===== src/rtl/pe_array_cfg_sequencer.sv =====
// Configuration/run sequencer for a row of PEs: streams host instruction words
// into each PE's config buffer (PE-major order), then drives a timed run strobe.
module pe_array_cfg_sequencer #(
  parameter int NUM_PE = 16,
  parameter int INST_W = 48,
  parameter int DEPTH  = 32,
  parameter int LEN_W  = 6,
  parameter int CNT_W  = 6
) (
  input  logic              clk,
  input  logic              rst,
  input  logic              cfg_start,
  input  logic [LEN_W-1:0]  cfg_len,
  input  logic [CNT_W-1:0]  run_cycles,
  input  logic              inst_valid,
  input  logic [INST_W-1:0] inst_data,
  output logic              inst_ready,
  output logic [INST_W-1:0] pe_inst,
  output logic [NUM_PE-1:0] pe_init,
  output logic              pe_run,
  output logic              busy,
  output logic              done,
  output logic              err
);

  localparam int PE_W = (NUM_PE > 1) ? $clog2(NUM_PE) : 1;

  typedef enum logic [1:0] {
    S_IDLE,
    S_LOAD,
    S_RUN,
    S_DONE
  } state_t;

  state_t r_state;
  state_t w_state_next;

  logic [LEN_W-1:0]  r_len;
  logic [LEN_W-1:0]  r_ctx_idx;
  logic [CNT_W-1:0]  r_cyc;
  logic [CNT_W-1:0]  r_run_cnt;
  logic [PE_W-1:0]   r_pe_idx;
  logic [INST_W-1:0] r_pe_inst;
  logic [NUM_PE-1:0] r_pe_init;
  logic              r_pe_run;
  logic              r_busy;
  logic              r_done;
  logic              r_err;

  logic              w_cmd_ok;
  logic              w_accept;
  logic              w_last_ctx;
  logic              w_last_pe;
  logic              w_run_end;
  logic              w_err_next;
  logic [NUM_PE-1:0] w_onehot;

  assign w_cmd_ok   = (int'(cfg_len) != 0) && (int'(cfg_len) <= DEPTH) &&
                      (int'(run_cycles) <= int'(cfg_len));
  assign w_accept   = (r_state == S_LOAD) && inst_valid;
  assign w_last_ctx = (r_ctx_idx == (r_len - LEN_W'(1)));
  assign w_last_pe  = (r_pe_idx == PE_W'(NUM_PE - 1));
  assign w_run_end  = (r_run_cnt == r_cyc);
  assign w_err_next = cfg_start && ((r_state != S_IDLE) || !w_cmd_ok);

  always_comb begin
    w_onehot           = '0;
    w_onehot[r_pe_idx] = 1'b1;
  end

  always_comb begin
    w_state_next = r_state;
    inst_ready   = 1'b0;
    case (r_state)
      S_IDLE: begin
        if (cfg_start && w_cmd_ok) w_state_next = S_LOAD;
      end
      S_LOAD: begin
        inst_ready = 1'b1;
        if (w_accept && w_last_ctx && w_last_pe) w_state_next = S_RUN;
      end
      S_RUN: begin
        // run_cnt reaching cyc_r covers cyc_r==0: DONE on the first RUN edge
        if (w_run_end) w_state_next = S_DONE;
      end
      S_DONE: begin
        w_state_next = S_DONE;
      end
      default: begin
        w_state_next = S_IDLE;
      end
    endcase
  end

  always_ff @(posedge clk) begin
    if (!rst) begin
      r_state   <= S_IDLE;
      r_len     <= '0;
      r_cyc     <= '0;
      r_ctx_idx <= '0;
      r_pe_idx  <= '0;
      r_run_cnt <= '0;
      r_pe_inst <= '0;
      r_pe_init <= '0;
      r_pe_run  <= 1'b0;
      r_busy    <= 1'b0;
      r_done    <= 1'b0;
      r_err     <= 1'b0;
    end else begin
      r_state   <= w_state_next;
      r_err     <= w_err_next;
      r_busy    <= (w_state_next == S_LOAD) || (w_state_next == S_RUN);
      r_done    <= (w_state_next == S_DONE);
      r_pe_init <= w_accept ? w_onehot : '0;
      r_pe_run  <= (r_state == S_RUN) && !w_run_end;

      if ((r_state == S_IDLE) && cfg_start && w_cmd_ok) begin
        r_len <= cfg_len;
        r_cyc <= run_cycles;
      end

      if (w_accept) begin
        r_pe_inst <= inst_data;
        if (w_last_ctx) begin
          r_ctx_idx <= '0;
          r_pe_idx  <= r_pe_idx + PE_W'(1);
        end else begin
          r_ctx_idx <= r_ctx_idx + LEN_W'(1);
        end
      end

      if ((r_state == S_RUN) && !w_run_end) r_run_cnt <= r_run_cnt + CNT_W'(1);
    end
  end

  assign pe_inst = r_pe_inst;
  assign pe_init = r_pe_init;
  assign pe_run  = r_pe_run;
  assign busy    = r_busy;
  assign done    = r_done;
  assign err     = r_err;

endmodule


===== config.mk =====
export PLATFORM = sky130hd
export DESIGN_NAME = pe_array_cfg_sequencer
export DESIGN_NICKNAME = d
export VERILOG_FILES = /design/src/rtl/pe_array_cfg_sequencer.sv
export SDC_FILE = /design/constraint.sdc
export NUM_CORES = 1
export LEC_CHECK = 0
export BUFFER_PORTS_ARGS = -buffer_cell sky130_fd_sc_hd__clkbuf_2
export CAP_MARGIN = 25
export CORE_ASPECT_RATIO = 0.6
export CORE_MARGIN = 8
export CORE_UTILIZATION = 45
export CTS_CLUSTER_SIZE = 8
export DETAILED_ROUTE_END_ITERATION = 7
export GPL_ROUTABILITY_DRIVEN = 0
export PLACE_DENSITY = 0.85
export SLEW_MARGIN = 20
export SYNTH_ARGS = -nofsm -noshare
export SYNTH_HDL_FRONTEND = slang
export SYNTH_SLANG_ARGS = --single-unit

===== constraint.sdc =====
create_clock -name clk -period 2.2 [get_ports clk]
set_input_delay 0.11 -clock clk [delete_from_list [all_inputs] [get_ports clk]]
set_output_delay 0.11 -clock clk [all_outputs]
set_load 0.05 [all_outputs]

==> results of run 1 <==
## power by group through the flow
stage          logic, mW  registers [mW]  clock network (mW)
2_1_floorplan      0.215            1.99                   0
3_3_place_gp       0.457            1.89                   0
3_5_place_dp       0.475            1.89                   0
4_1_cts            0.542            1.85                1.50
5_1_grt            0.595            1.85                1.57
6_report           0.553            1.85                1.45
## how the worst max path moves through the flow
| stage | start | endpoint | slack [ps] |
|---|---|---|---|
| after CTS | r_len[1] | busy | 30 |
| after global routing | r_len[1] | busy | 3 |
| after global placement | r_len[0] | busy | 60 |
| after floorplan | r_len[0] | busy | 40 |
| final | r_len[0] | busy | 90 |
| after detailed placement | r_len[1] | busy | -70 |
## layer usage
metal | up-vias | wire (um)
li1 | 1929 | -
met3 | 17 | 1230
met2 | 156 | 5330
met1 | 1794 | 4740
met5 | - | 0
met4 | 0 | 122
## cell usage after synthesis (all sizes together), types with 2 or more instances
cell and count:
a2111oi 2, a21o 3, a21oi 69, a31oi 2
and2 3, and3 2, buf 3, clkbuf 20
dfxtp 98, ha 14, inv 14, mux2i 2
nand2 108, nand3 23, nand3b 4, nand4 2
nor2 30, nor2b 2, nor3 5, o21a 2
o21ai 19, o31ai 2, or2 2, or3 3
or4 3, xnor2 8, xor2 12
## what timing repair did
item | in CTS | in global routing
endpoints found under the hold margin | 44 | 0
gates resized for setup | 2 | 5
pin swaps | 1 | 6
hold buffers | 44 | 0
buffers inserted | 1 | 0
setup endpoints to repair | 1 | 9
## area by class of cell
class / instances / area (um^2) / share of cell area
Clock buffer: 11 / 243 / 0.0442
Clock inverter: 5 / 38.8 / 0.00707
Inverter: 14 / 52.6 / 0.00958
Multi-Input combinational cell: 334 / 1850 / 0.337
Sequential cell: 98 / 1960 / 0.358
Tap cell: 112 / 140 / 0.0255
Timing Repair Buffer: 186 / 1200 / 0.219
## registers in the layout, summed over array words and instances (netlist names)
| register | cells |
|---|---|
| busy | 1 |
| done | 1 |
| err | 1 |
| pe_init | 16 |
| pe_inst | 48 |
| pe_run | 1 |
| r_ctx_idx | 6 |
| r_cyc | 6 |
| r_len | 6 |
| r_pe_idx | 4 |
| r_run_cnt | 6 |
| r_state | 2 |
## worst max-delay path: cells and delay by family, from the launching register on
kind	cells	cell delay [ps]
AOI/OAI and AO/OA	2	360
adders and majority gates	2	470
buffers and inverters	1	60
DFF	1	330
and+or+nand+nor	4	790
## stage by stage
stage | cell area (um^2) | hold WS, ps | TNS, ps | utilization
after detailed placement | 4740 | 339 | -72.1 | 0.556
after CTS | 5470 | 0.227 | 0 | 0.642
after floorplan | 3950 | 229 | 0 | -
final | 5490 | 8.37 | 0 | 0.644
after global routing | 5490 | 4.06 | 0 | 0.644
after global placement | 4740 | 332 | 0 | 0.556
## cell families (layout without fill, tap and decap cells)
kind of cell	Yosys count	in the layout	synth area share
buf+inv	38	216	0.0406
compound gates	107	107	0.152
xor+xnor	20	20	0.0445
mux	2	2	0.00508
simple gates	191	191	0.216
flops	98	98	0.498
fa+ha+maj	14	14	0.0445
==> results, run 1 <==
- The hold violation count in the final report is 0.
- Setup violations remaining at the end of the flow were counted as 0.
- The leakage power is 2.39 nW.
- The first-pass iteration count of the detailed router is 5.
- The clock passes through at most 2 buffers.
- Of the synthesized area, sequential elements account for 0.498.
- The total clock sinks is slightly below 100.
- The final-stage net count is 721.
- TritonCTS built the clock tree.
- The number of antenna violations at the first check in global routing is 0.
- The count of cells in the finished layout, fillers not included, comes to 760.
- The number of H-tree levels is 3.
- In the global route stage, overall resource usage came out at 0.188.
- The initial utilization of the core area, before any placement, comes to 0.462.
- The worst-case IR drop observed on VDD is between 0.0004 and 0.0005 V.
- In the routed layout, each cell is associated on average with a via count of about 5.1.
- The most common cell after layout, fill and taps aside is sky130_fd_sc_hd__clkbuf_2.
- The worst setup path is captured at a register.
- Dividing total power by cell area gives a power density of roughly 700 nW/um^2.
- The endpoint of the most critical register-to-register path is busy.
- The worst setup path is of the reg -> reg kind.
- Of all nets on the critical path, the largest fanout is 4.
- The hold-critical path depth is 3.
- The met1 track demand over resource is 0.211.
- For this block, the initial DRC count from the detailed router was ~210.
- Clock latency on the worst-skew pair, taken at its later pin, is 330 ps.
- Of the total power, the share spent switching nets is 0.265.
- The library cells used most frequently in the layout, excluding fill and tap cells, are sky130_fd_sc_hd__clkbuf_2, sky130_fd_sc_hd__nand2_1, sky130_fd_sc_hd__dfxtp_1, sky130_fd_sc_hd__a21oi_1, sky130_fd_sc_hd__dlygate4sd3_1.
- The total power is approximately 3.9 mW.
- After synthesis the netlist holds a flip-flop and latch count of about 100.
- The antenna diode count is 0.
- During placement, the flow inserted port buffers numbering 132.
- The final number of max-transition violations is 0.
- Across all register-to-register paths, the minimum setup slack is about 87 ps.
- The post-synthesis async set-or-reset flop share is 0.
- The height of the die is ~88 um.
- The data required time at the worst endpoint is around 2400 ps.
- Clock tree synthesis selected as its root buffer the cell sky130_fd_sc_hd__clkbuf_16.
- The net switching component of the power is approximately 1 mW.
- In the finished design, the share of the clock period the worst path needs comes to 0.960.
- Dividing the detail-routed wire length by the instance count gives 15.0 um.
- In this run, synthesis inferred 0 flip-flops with an integrated enable.
- The number of global-route vias before repair came to ~4k.
- The largest area contributor in the synthesized netlist is sky130_fd_sc_hd__dfxtp_1.
- Entering global routing, the biggest net connects 54 pins.
- Dividing the synthesized area by the synthesized cell count gives 8.38 um^2.
- The kind of start point of the critical path is a register.
- The number of cells on the worst reg-to-reg path is 9.
- The share of total power dissipated in sequential elements is 0.480.
- The maximum clock frequency is roughly 0.47 GHz.
- The share of synthesized area in the top cell type comes to 0.498.
- The worst hold path terminates at pe_inst[0].
- The horizontal die dimension is 137 um.
- The floorplan has 26 rows.
- The share of total power dissipated in combinational logic is 0.143.
- The met3 global-route usage is 0.0839.
- The smallest setup slack after layout is between 80 and 90 ps.
- The most instantiated flip-flop cell in the synthesis netlist is sky130_fd_sc_hd__dfxtp_1.
- For met2 alone, demand over resource in global routing was 0.319.
- The placeable core area is 8520 um^2.
- The delay of the slowest cell on the worst path is between 300 and 400 ps.
- After detailed routing, the number of remaining DRC violations is 0.
- Before CTS, the worst setup slack after placement is -72.1 ps.
- The layout has ~670 filler cells.
- The synthesis warning total is 0.
- In the final layout, the share of cells above drive strength 1 is 0.267.
- Summed over all nets, the half-perimeter wirelength after detailed placement is around 8000 um.
- Once detail routing completed, the nets flagged for antenna violations numbered 0.
- The worst clock skew on the final layout is 7.86 ps.
- The flow ran to the end, and the final reports show no timing, DRC or antenna violations.
- The post-placement cell count is 699.
- For the pin with the worst max-slew slack, the measured transition is between 700 and 800 ps.
- The clock period could shrink to about 2100 ps.
- Internal power comes to about 2.8 mW.
- In this run the tightest slew margin relative to its limit is 0.518.
- The total die area is ~12000 um^2.
- In this run the most critical hold path is launched from inst_data[0].
- After detailed routing, the total wire length is about 11000 um.
- The path class of the lowest-slack min-delay path is in -> reg.
- The data arrival time of the critical path is roughly 2400 ps.
- The clock network fraction of total power is 0.376.
- Traced cell by cell, the critical path runs through inv_1, ha_4, nor2b_1, or3_4, a31o_4, nor3_4, o21ai_1, ha_1, and2_1.
- The most crowded layer after global routing is met2.
- The distinct cell type count of the synthesized netlist is 45.
- After synthesis, the cell types taking the most area are sky130_fd_sc_hd__dfxtp_1, sky130_fd_sc_hd__nand2_1, sky130_fd_sc_hd__a21oi_1.
- Compared with the post-synthesis result, the final layout area differs by 39.3%.
- Counting the buffers created by CTS gives 9.
- The leftover overflow at the end of global routing is 0.
- The synthesized netlist occupies a cell area of about 4000 um^2.
- In this run the count of I/O pins placed on the die edge is 133.
- After clock tree synthesis, the clock-pin slew on the worst setup and hold paths is 70 ps.
- The first global-routing pass estimated between 15000 and 20000 um of wire.
- Counting every net in the synthesized netlist gives about 550.
- The startpoint identified for the worst register-to-register timing path is r_len[0].
- The via count of the routed design is 3896.
- Max-cap violations in this run came to 0.
- Setup repair after global routing left no endpoint under its margin.
- The synthesized instance count is 470.
- On the critical path, the stage with the largest delay is an instance of sky130_fd_sc_hd__dfxtp_2.
(Power assumes the default switching activity.)
==> run 2: changes to the inputs <==
--- a/config.mk
+++ b/config.mk
@@ -9,11 +9,11 @@
 export CAP_MARGIN = 25
 export CORE_ASPECT_RATIO = 0.6
 export CORE_MARGIN = 8
-export CORE_UTILIZATION = 45
+export CORE_UTILIZATION = 50
 export CTS_CLUSTER_SIZE = 8
 export DETAILED_ROUTE_END_ITERATION = 7
 export GPL_ROUTABILITY_DRIVEN = 0
-export PLACE_DENSITY = 0.85
+export PLACE_DENSITY_LB_ADDON = 0.15
 export SLEW_MARGIN = 20
 export SYNTH_ARGS = -nofsm -noshare
 export SYNTH_HDL_FRONTEND = slang
==> constraint.sdc (replaced) <==
create_clock -name clk -period 1.95 [get_ports clk]
set_input_delay 0.0975 -clock clk [delete_from_list [all_inputs] [get_ports clk]]
set_output_delay 0.0975 -clock clk [all_outputs]
set_load 0.05 [all_outputs]
==> run 2 against run 1 <==
Compared with the run above:
- largest cell class unchanged
- non-clock buffer count increased by 27
- fmax up 3.9%
- final area rose by 5.6%
- via count is 1.3% higher
- clock skew about the same
- clock-buffer cell count down 2
- sequential share of layout area fell by 1.9 points
- the run now ends with negative setup slack left
==> results, run 2 (same netlist as run 1, synthesis figures left out) <==
- The flow ran to the end, but the final reports show violations.
- The final reports fail on negative setup slack.
- Of the total power, the clock network draws 0.408.
- The total routed wirelength is roughly 12000 um.
- The routed design could run at a clock period as short as between 2000 and 2500 ps.
- The height of the die is around 85 um.
- Summing all non-filler instances in the final layout gives an area of between 5000 and 6000 um^2.
- The register with the most flip-flops in the layout has 48 of them.
- The share of total power dissipated in sequential elements is 0.447.
- On the final layout, the worst clock skew is ~7.4 ps.
- Setup slack on the critical path of the routed design comes to -83.5 ps.
- The worst register-to-register path begins at r_len[0].
- For this run, the top clock speed supported by timing is just under 0.5 GHz.
- The largest net degree at the start of global routing is 54.
- The area occupied by multi-input gates is between 1500 and 2000 um^2.
- The leakage power is 2.54 nW.
- The area growth from synthesis to layout is 47.1%.
- Once detail routing completed, the nets flagged for antenna violations numbered 0.
- The most common cell after layout, fill and taps aside is sky130_fd_sc_hd__clkbuf_2.
- The initial core utilization is 0.508.
- The worst hold path terminates at err.
- The insertion delay to the later sink of the worst-skew pair is about 340 ps.
- The kind of critical path is reg -> reg.
- Registers take between 1500 and 2000 um^2.
- The standard cell area after detailed placement is 4910 um^2.
- Of the total power, combinational logic draws 0.145.
- Global routing finished with a remaining overflow of 0.
- The worst supply voltage drop on vdd is around 0.00046 V.
- The transition time at the pin with the least slew margin is roughly 630 ps.
- The post-detailed-placement half-perimeter wirelength is just under 8000 um.
- The CTS buffer count is 9.
- The floorplan step set the die width to 131 um.
- Counting instances, the worst hold path has a depth of 3.
- The post-route clock period utilization is 1.04.
- The cell row count is 25.
- The endpoint of the most critical register-to-register path is busy.
- Counting tap cells, the placed design contains a total of 714 instances.
- The proportion of layout cells with a drive suffix above 1 is 0.305.
- The antenna diode count is 0.
- STA classifies the critical path startpoint as a register.
- The count of fill cells added during filler insertion is roughly 600.
- The first-pass iteration count of the detailed router is 5.
- The placeable core area is slightly below 8000 um^2.
- The first routing iteration left between 150 and 200 violations.
- The number of placed I/O pins is about 130.
- The internal power of the cells totals around 3.5 mW.
- Of the total power, the share spent switching nets is 0.258.
- The die covers approximately 11000 um^2.
- The number of antenna violations at the first check in global routing was 0.
- The library cells used most frequently in the layout, excluding fill and tap cells, are sky130_fd_sc_hd__clkbuf_2, sky130_fd_sc_hd__nand2_1, sky130_fd_sc_hd__dfxtp_1, sky130_fd_sc_hd__a21oi_1, sky130_fd_sc_hd__dlygate4sd3_1.
- At the worst endpoint, the arrival time is roughly 2300 ps.
- Dividing the detail-routed via count by the number of cells gives 5.04.
- The path class of the lowest-slack min-delay path is in -> reg.
- The worst slew margin relative to its limit is 0.577.
- The register-to-register setup slack is -80 ps.
- The first global-routing pass estimated about 18000 um of wire.
- The detailed router placed roughly 3.9k vias in this run.
- Measured in cells, the most critical reg-to-reg path has a length of 9.
- In the final routed layout, each cell accounts on average for about 15 um.
- Port buffering added between 100 and 150 buffers.
- The count of unresolved DRC violations after routing is 0.
- The hold violation count in the final report is 0.
- For this run, the total global-route usage over all layers was measured as 0.206.
- The capturing element type of the critical path is a register.
- CTS built an H-tree with a depth of 3.
- The maximum number of buffers from clock root to sink is 2.
- The power density over the cells is ~800 nW/um^2.
- The completed layout was analyzed and its total power is approximately 4.7 mW.
- The number of global-route vias before repair was between 3k and 4k.
- The clock tree from TritonCTS is done.
- The root buffer cell is sky130_fd_sc_hd__clkbuf_16.
- The finished layout holds 783 standard cells, fillers aside.
- The final-stage net count is between 700 and 800.
- The number of setup violations in the final report is 4.
- At the worst endpoint, the required time is around 2200 ps.
- The net switching component of the power is between 1 and 1.5 mW.
- The highest net fanout along the worst path is 6.
- The final number of max-transition violations is 0.
- After clock tree synthesis, the clock-pin slew on the worst setup and hold paths is 70 ps.
- The launch point of the worst hold path is cfg_start.
- Clock tree synthesis found a total of 98 sinks.
- Setup repair after global routing could not meet its margin everywhere.
- Max-cap violations in this run came to 0.
## run 2: cell count changes in the layout (fill, tap and decap cells not counted), sizes merged
cell	change
clkinv	-2
dlygate4sd3	+4
bufinv	+2
buf	+23
clkbuf	-2
clkinvlp	+2
## run 2: power groups by stage
stage	sequential, mW	combinational, mW	clock, mW
after floorplan	2.25	0.247	0
after global placement	2.13	0.561	0
after detailed placement	2.13	0.575	0
after CTS	2.08	0.662	1.95
after global routing	2.09	0.735	2.01
final	2.09	0.678	1.91
## run 2: timing repair
action                                 4_1_cts  5_1_grt
setup endpoints to repair                    5        6
buffers inserted                             3        2
endpoints found under the hold margin       48        0
hold buffers                                48        0
resized for setup                            4        6
pin swaps                                    7        0
## run 2: per-stage QoR
stage,hold WS [ps],setup WS [ps],util,setup TNS (ps)
floorplan,217,-76.8,-,-81.2
global placement,320,-102,0.632,-154
detailed placement,324,-180,0.632,-398
CTS,5.58,-96.7,0.742,-171
global route,11.3,-147,0.747,-396
finish,15.0,-83.5,0.747,-167
## run 2: worst max path at each step
stage | startpoint | end | cells after the start
floorplan | r_len[0] | busy | 9
global placement | cfg_len[1] | busy | 8
detailed placement | r_len[1] | busy | 9
CTS | r_len[0] | busy | 9
global route | r_len[0] | busy | 9
finish | r_len[0] | busy | 9
## run 2: worst max-delay path: stages, from the launching register on
cell and delay (ps):
sky130_fd_sc_hd__dfxtp_2 360, sky130_fd_sc_hd__inv_2 50, sky130_fd_sc_hd__ha_4 160, sky130_fd_sc_hd__nor2b_4 120, sky130_fd_sc_hd__or3_4 330, sky130_fd_sc_hd__a31o_4 280
sky130_fd_sc_hd__nor3_4 150, sky130_fd_sc_hd__or2_4 160, sky130_fd_sc_hd__ha_4 190, sky130_fd_sc_hd__and2_4 140
## run 2: layout make-up
type | instances | area share
clock buffers | 9 | 0.0389
clock inverters | 7 | 0.0177
inverters | 14 | 0.00907
multi-input cells | 334 | 0.328
flip-flops and latches | 98 | 0.339
well taps | 108 | 0.0233
repair buffers | 213 | 0.244
## run 2: layer usage
layer / up-vias / GRT usage / part of all wire
li1: 1973 / - / -
met1: 1832 / 0.256 / 0.45
met2: 128 / 0.333 / 0.46
met3: 14 / 0.0746 / 0.080
met4: 0 / 0.0456 / 0.010
met5: - / 0 / 0
